File: src/rtl/sync_fifo_ctrl_pkg.sv
// sync_fifo_ctrl_pkg: shared constants and handshake helpers for the FIFO controller
package sync_fifo_ctrl_pkg;
  localparam int CNT_EXTRA = 2;
  function automatic int depth(input int aw);
    return 1 << aw;
  endfunction
  function automatic logic fire(input logic valid, input logic ready);
    return valid & ready;
  endfunction
endpackage

File: src/rtl/fifo_out_buf.sv
// fifo_out_buf: 2-entry output buffer with bypass of the arriving RAM word into an empty head
module fifo_out_buf #(
  parameter int DATA_WIDTH = 32
) (
  input  logic                  clk,
  input  logic                  rst_n,
  input  logic                  flush,
  input  logic                  load,
  input  logic [DATA_WIDTH-1:0] load_data,
  input  logic                  pop,
  output logic                  head_valid,
  output logic [DATA_WIDTH-1:0] head_data,
  output logic [1:0]            occ
);
  logic                  v0, v1, p0v, p1v, ld;
  logic [DATA_WIDTH-1:0] d0, d1, p0d;
  assign head_valid = v0 | load;
  assign head_data  = (~v0 & load) ? load_data : d0;
  assign occ        = {v0 & v1, v0 ^ v1};
  // ld is the returning word still present after this cycle's pop (a bypassed word popped at once is gone)
  always_comb begin
    p0v = pop ? v1 : v0;
    p0d = pop ? d1 : d0;
    p1v = pop ? 1'b0 : v1;
    ld  = load & ~(pop & ~v0);
  end
  always_ff @(posedge clk or negedge rst_n) begin
    if (!rst_n) begin
      v0 <= 1'b0;
      v1 <= 1'b0;
      d0 <= '0;
      d1 <= '0;
    end else if (flush) begin
      v0 <= 1'b0;
      v1 <= 1'b0;
      d0 <= '0;
      d1 <= '0;
    end else begin
      v0 <= p0v | ld;
      d0 <= p0v ? p0d : ld ? load_data : d0;
      v1 <= p1v | (ld & p0v);
      d1 <= (ld & p0v & ~p1v) ? load_data : d1;
    end
  end
endmodule

File: src/rtl/sync_fifo_ctrl.sv
// sync_fifo_ctrl: FWFT FIFO controller over an external 1-cycle-read simple dual-port RAM
module sync_fifo_ctrl
  import sync_fifo_ctrl_pkg::*;
#(
  parameter int DATA_WIDTH = 32,
  parameter int ADDR_WIDTH = 14
) (
  input  logic                    clk,
  input  logic                    rst_n,
  input  logic                    flush,
  input  logic                    s_valid,
  output logic                    s_ready,
  input  logic [DATA_WIDTH-1:0]   s_data,
  output logic                    m_valid,
  input  logic                    m_ready,
  output logic [DATA_WIDTH-1:0]   m_data,
  output logic [ADDR_WIDTH+1:0]   count,
  output logic                    ram_w_ena,
  output logic [ADDR_WIDTH-1:0]   ram_w_addr,
  output logic [DATA_WIDTH-1:0]   ram_w_data,
  output logic                    ram_r_ena,
  output logic [ADDR_WIDTH-1:0]   ram_r_addr,
  input  logic [DATA_WIDTH-1:0]   ram_r_data
);
  localparam int CW = ADDR_WIDTH + CNT_EXTRA;
  localparam logic [ADDR_WIDTH:0] FULL = (ADDR_WIDTH+1)'(depth(ADDR_WIDTH));
  logic [ADDR_WIDTH-1:0] wr_ptr, rd_ptr;
  logic [ADDR_WIDTH:0]   ram_cnt;
  logic                  rd_pending, push, pop, issue, head_valid;
  logic [1:0]            occ;
  assign s_ready    = rst_n & ~flush & (ram_cnt != FULL);
  assign m_valid    = head_valid & ~flush;
  assign push       = fire(s_valid, s_ready);
  assign pop        = fire(m_valid, m_ready);
  // a pending return already owns a buffer slot, so only issue when one stays free after this pop
  assign issue      = rst_n & ~flush & (ram_cnt != '0) &
                      (({1'b0, occ} + {2'b0, rd_pending}) < (3'd2 + {2'b0, pop}));
  assign ram_w_ena  = push;
  assign ram_w_addr = wr_ptr;
  assign ram_w_data = s_data;
  assign ram_r_ena  = issue;
  assign ram_r_addr = rd_ptr;
  fifo_out_buf #(.DATA_WIDTH(DATA_WIDTH)) u_buf (
    .clk       (clk),
    .rst_n     (rst_n),
    .flush     (flush),
    .load      (rd_pending),
    .load_data (ram_r_data),
    .pop       (pop),
    .head_valid(head_valid),
    .head_data (m_data),
    .occ       (occ)
  );
  always_ff @(posedge clk or negedge rst_n) begin
    if (!rst_n) begin
      wr_ptr     <= '0;
      rd_ptr     <= '0;
      ram_cnt    <= '0;
      rd_pending <= 1'b0;
      count      <= '0;
    end else if (flush) begin
      wr_ptr     <= '0;
      rd_ptr     <= '0;
      ram_cnt    <= '0;
      rd_pending <= 1'b0;
      count      <= '0;
    end else begin
      wr_ptr     <= wr_ptr + ADDR_WIDTH'(push);
      rd_ptr     <= rd_ptr + ADDR_WIDTH'(issue);
      ram_cnt    <= ram_cnt + (ADDR_WIDTH+1)'(push) - (ADDR_WIDTH+1)'(issue);
      rd_pending <= issue;
      count      <= count + CW'(push) - CW'(pop);
    end
  end
endmodule

File: config.mk
export PLATFORM = sky130hd
export DESIGN_NAME = sync_fifo_ctrl
export DESIGN_NICKNAME = d
export VERILOG_FILES = /design/src/rtl/sync_fifo_ctrl_pkg.sv /design/src/rtl/fifo_out_buf.sv /design/src/rtl/sync_fifo_ctrl.sv
export SDC_FILE = /design/constraint.sdc
export NUM_CORES = 1
export LEC_CHECK = 0
export ABC_AREA = 1
export CAP_MARGIN = 10
export CORE_AREA = 2 2 104 181
export DETAILED_ROUTE_END_ITERATION = 8
export DIE_AREA = 0 0 106 183
export GPL_TIMING_DRIVEN = 0
export PLACE_DENSITY = 0.72
export SETUP_SLACK_MARGIN = 0.2
export SLEW_MARGIN = 20
export SYNTH_ARGS = -nofsm -noshare
export SYNTH_HDL_FRONTEND = slang
export SYNTH_SLANG_ARGS = --single-unit
File: constraint.sdc
create_clock -name clk -period 4.3 [get_ports clk]
set_input_delay 0.86 -clock clk [delete_from_list [all_inputs] [get_ports clk]]
set_output_delay 0.86 -clock clk [all_outputs]
set_load 0.02 [all_outputs]
==> flow_summary.toml <==
[run_status]
status = "finished, final reports clean"

[setup_path]
critical_path_required_ns = 3.44
critPathMaxStageDelay_ns = 0.64
reg2reg_from = "u_buf.v0$_DFF_PN0_"
path_max_fanout = 67
path_cells = "buf_8, buf_16, nand2_1, nor2_1, nand2_1, inv_1, clkdlybuf4s50_1"
r2r_end = "ram_cnt[8]$_DFF_PN0_"
worstSetupEndpointType = "output pin"
cp_num_buf_inv = 4
cpMostUsedCell = "nand2_1"
worstRegToRegCells = 15
path_class = "input port to output pin"
crit_path_top_delay_cell = "clkdlybuf4s50_1"
cp.arrival_ns = 2.96
rrSetupSlack_ns = 1.05
crit_start = "rst_n"
start_kind = "input port"
path_delay_family = "buffers and inverters"

[synth]
synth_flop_cell = "dfrtp_1"
synth-edff-count = 0
syn_area_um2 = 8090
ys_ff_latch = 126
yosys_warnings = 0
synth_common_cells = "366 x nand2_1, 133 x inv_1, 126 x dfrtp_1"
syn-num-nets = 1223
avgSynthCellArea_um2 = 7.31
ys_top_cells_by_area = "dfrtp_1 39%, nand2_1 17%, nand3_1 7.6%"
ys_seq_area_share_pct = 39.0
yosysTopAreaCell = "dfrtp_1"
synth-async-reset-ratio_pct = 100
synth.most_common_cell = "nand2_1"
synth_cell_types = 34
synth_top_area_share_pct = 39.0
synth_cells = 1107

[timing]
fin_crit_sh_pct = 88.9
slew_headroom_pct = 52.5
setup_viol = 0
tns_ns = 0
report.final.slew_viol_count = 0
fmax_mhz = 262
worst_pin_slew_ns = 0.713
setup_slack_ns = 0.478
final_hold_viol_count = 0
rsz0062_at_grt = "false"
min_period_ns = 3.82
fin_skew_ns = 0.00902

[detailed_routing]
wl_mm = 21.0
dr.pass1.iters = 5
ant_nets = 0
drc = 0
wl_per_cell_um = 13.8
vias = 7677
routed_via_density = 5.04
drt-initial-drc-count = 307

[power]
internal_power_w = 0.00319
clockPowerShare_pct = 26.1
pwr-share-comb_pct = 47.7
switching_share_pct = 41.9
seqPwrFrac_pct = 26.2
vdd_drop_max_uv = 363
power-per-cell-area_nw_per_um2 = 524
switching_power_w = 0.00230
leakagePower_nw = 5.51
report.power.total_w = 0.00549

[cts]
insertion_delay_ns = 0.42
cts_max_level = 4
cts_sinks = 126
cts_resized = 0
cts_tree = "yes"
cts_setup_buffers = 0
clockBufferDepth = 2
cts.clk_slew.worst_paths_ns = 0.06
cts_hold_repair.buffers = 0
ctsRootBufferMaster = "clkbuf_16"
numCtsBuffers = 17

[placement]
post-place-ws_ns = 0.326
hpwlAfterDp_mm = 16.0
gp_congestion = 0.914
io_buffers = 148
placed_cell_area_um2 = 9900

[floorplanning]
die_h_um = 183
start_util_pct = 45.0
num_rows = 65
die_area_um2 = 19400
ios = 181
core_um2 = 18000
die_x_um = 106

[layout]
syn2layout_area_growth_pct = 29.6
final_nets = 1391
drive_gt1_share_pct = 10.4
postLayoutCellArea_um2 = 10500
fillers = 1688

[global_route]
antenna_found_initial = 1
grt_pass1_wl_mm = 35.8
grt.overflow.total = 0
grt_max_degree = 68
grt_pass1_vias = 7739
grtUsageTotal_pct = 23.0

[min_path]
hp-class = "input port to asynchronous set/reset pin"

[run]
maxCapViolCount = 0
==> routing by layer <==
layer / track usage, % / wire (um) / vias up
met5: 0 / 0 / -
met4: 11.5 / 806 / 0
met3: 3.77 / 850 / 49
met2: 44.0 / 11500 / 225
met1: 23.9 / 7840 / 3601
li1: - / - / 3802
==> cells by family after synthesis <==
kind of cell | Yosys count | synth area share [%]
adder cells (fa/ha/maj) | 47 | 7.55
flip-flops | 126 | 39.0
AO/OA/AOI/OAI | 68 | 4.83
AND/OR/NAND/NOR | 618 | 31.7
buffers and inverters | 207 | 11.6
multiplexers | 32 | 4.45
XOR/XNOR | 9 | 0.975
==> stage by stage <==
stage               hold slack [ns]  util, %  std cells
floorplan                     0.473        -       1107
global placement              0.489     54.9       1489
detailed placement            0.491     55.1       1490
CTS                           0.410     58.3       1522
global route                  0.433     58.3       1523
finish                        0.400     58.3       1523
==> cell type report <==
type                       instances  area, um^2  share of cell area (%)
antenna                            1        2.50                  0.0239
clock inverter                    15         163                    1.55
sequential                       126        3150                    30.1
tap                              234         293                    2.79
buffer                            71         424                    4.04
timing repair buffer             149        1510                    14.4
multi-input combinational        774        4000                    38.2
clock buffer                      17         425                    4.06
inverter                         136         510                    4.87
==> flip-flops by register name (all words and copies together), names as in the netlist <==
signal,flops
count,16
ram_cnt,15
ram_r_addr,14
ram_w_addr,14
rd_pending,1
u_buf.d0,32
u_buf.d1,32
u_buf.v0,1
u_buf.v1,1
==> how the worst max path moves through the flow <==
stage          cells after the start                  end
2_1_floorplan                     14   count[8]$_DFF_PN0_
3_3_place_gp                      13   count[8]$_DFF_PN0_
3_5_place_dp                      18  count[10]$_DFF_PN0_
4_1_cts                            7            ram_w_ena
5_1_grt                            7            ram_w_ena
6_report                           7            ram_w_ena
==> cells in the final DEF (no fill, tap or decap), types with 4 or more instances in the layout <==
master	instances
nand2_1	366
nor3_1	11
buf_2	18
a21oi_1	41
buf_4	36
ha_1	44
dfrtp_1	126
xor2_1	8
buf_1	5
clkbuf_16	17
mux2_2	32
clkdlybuf4s50_1	147
clkinv_4	4
nand3_1	123
nand4_1	7
inv_1	133
clkbuf_1	12
o21ai_0	17
nor2_1	97
==> power by group through the flow <==
stage | logic [W] | registers (W) | clock network (W)
after CTS | 0.00262 | 0.00144 | 0.00146
after global placement | 0.00256 | 0.00146 | 0
after global routing | 0.00301 | 0.00146 | 0.00152
after detailed placement | 0.00260 | 0.00146 | 0
final | 0.00262 | 0.00144 | 0.00143
after floorplan | 0.00182 | 0.00151 | 0
Power figures use the tool's default switching activity.
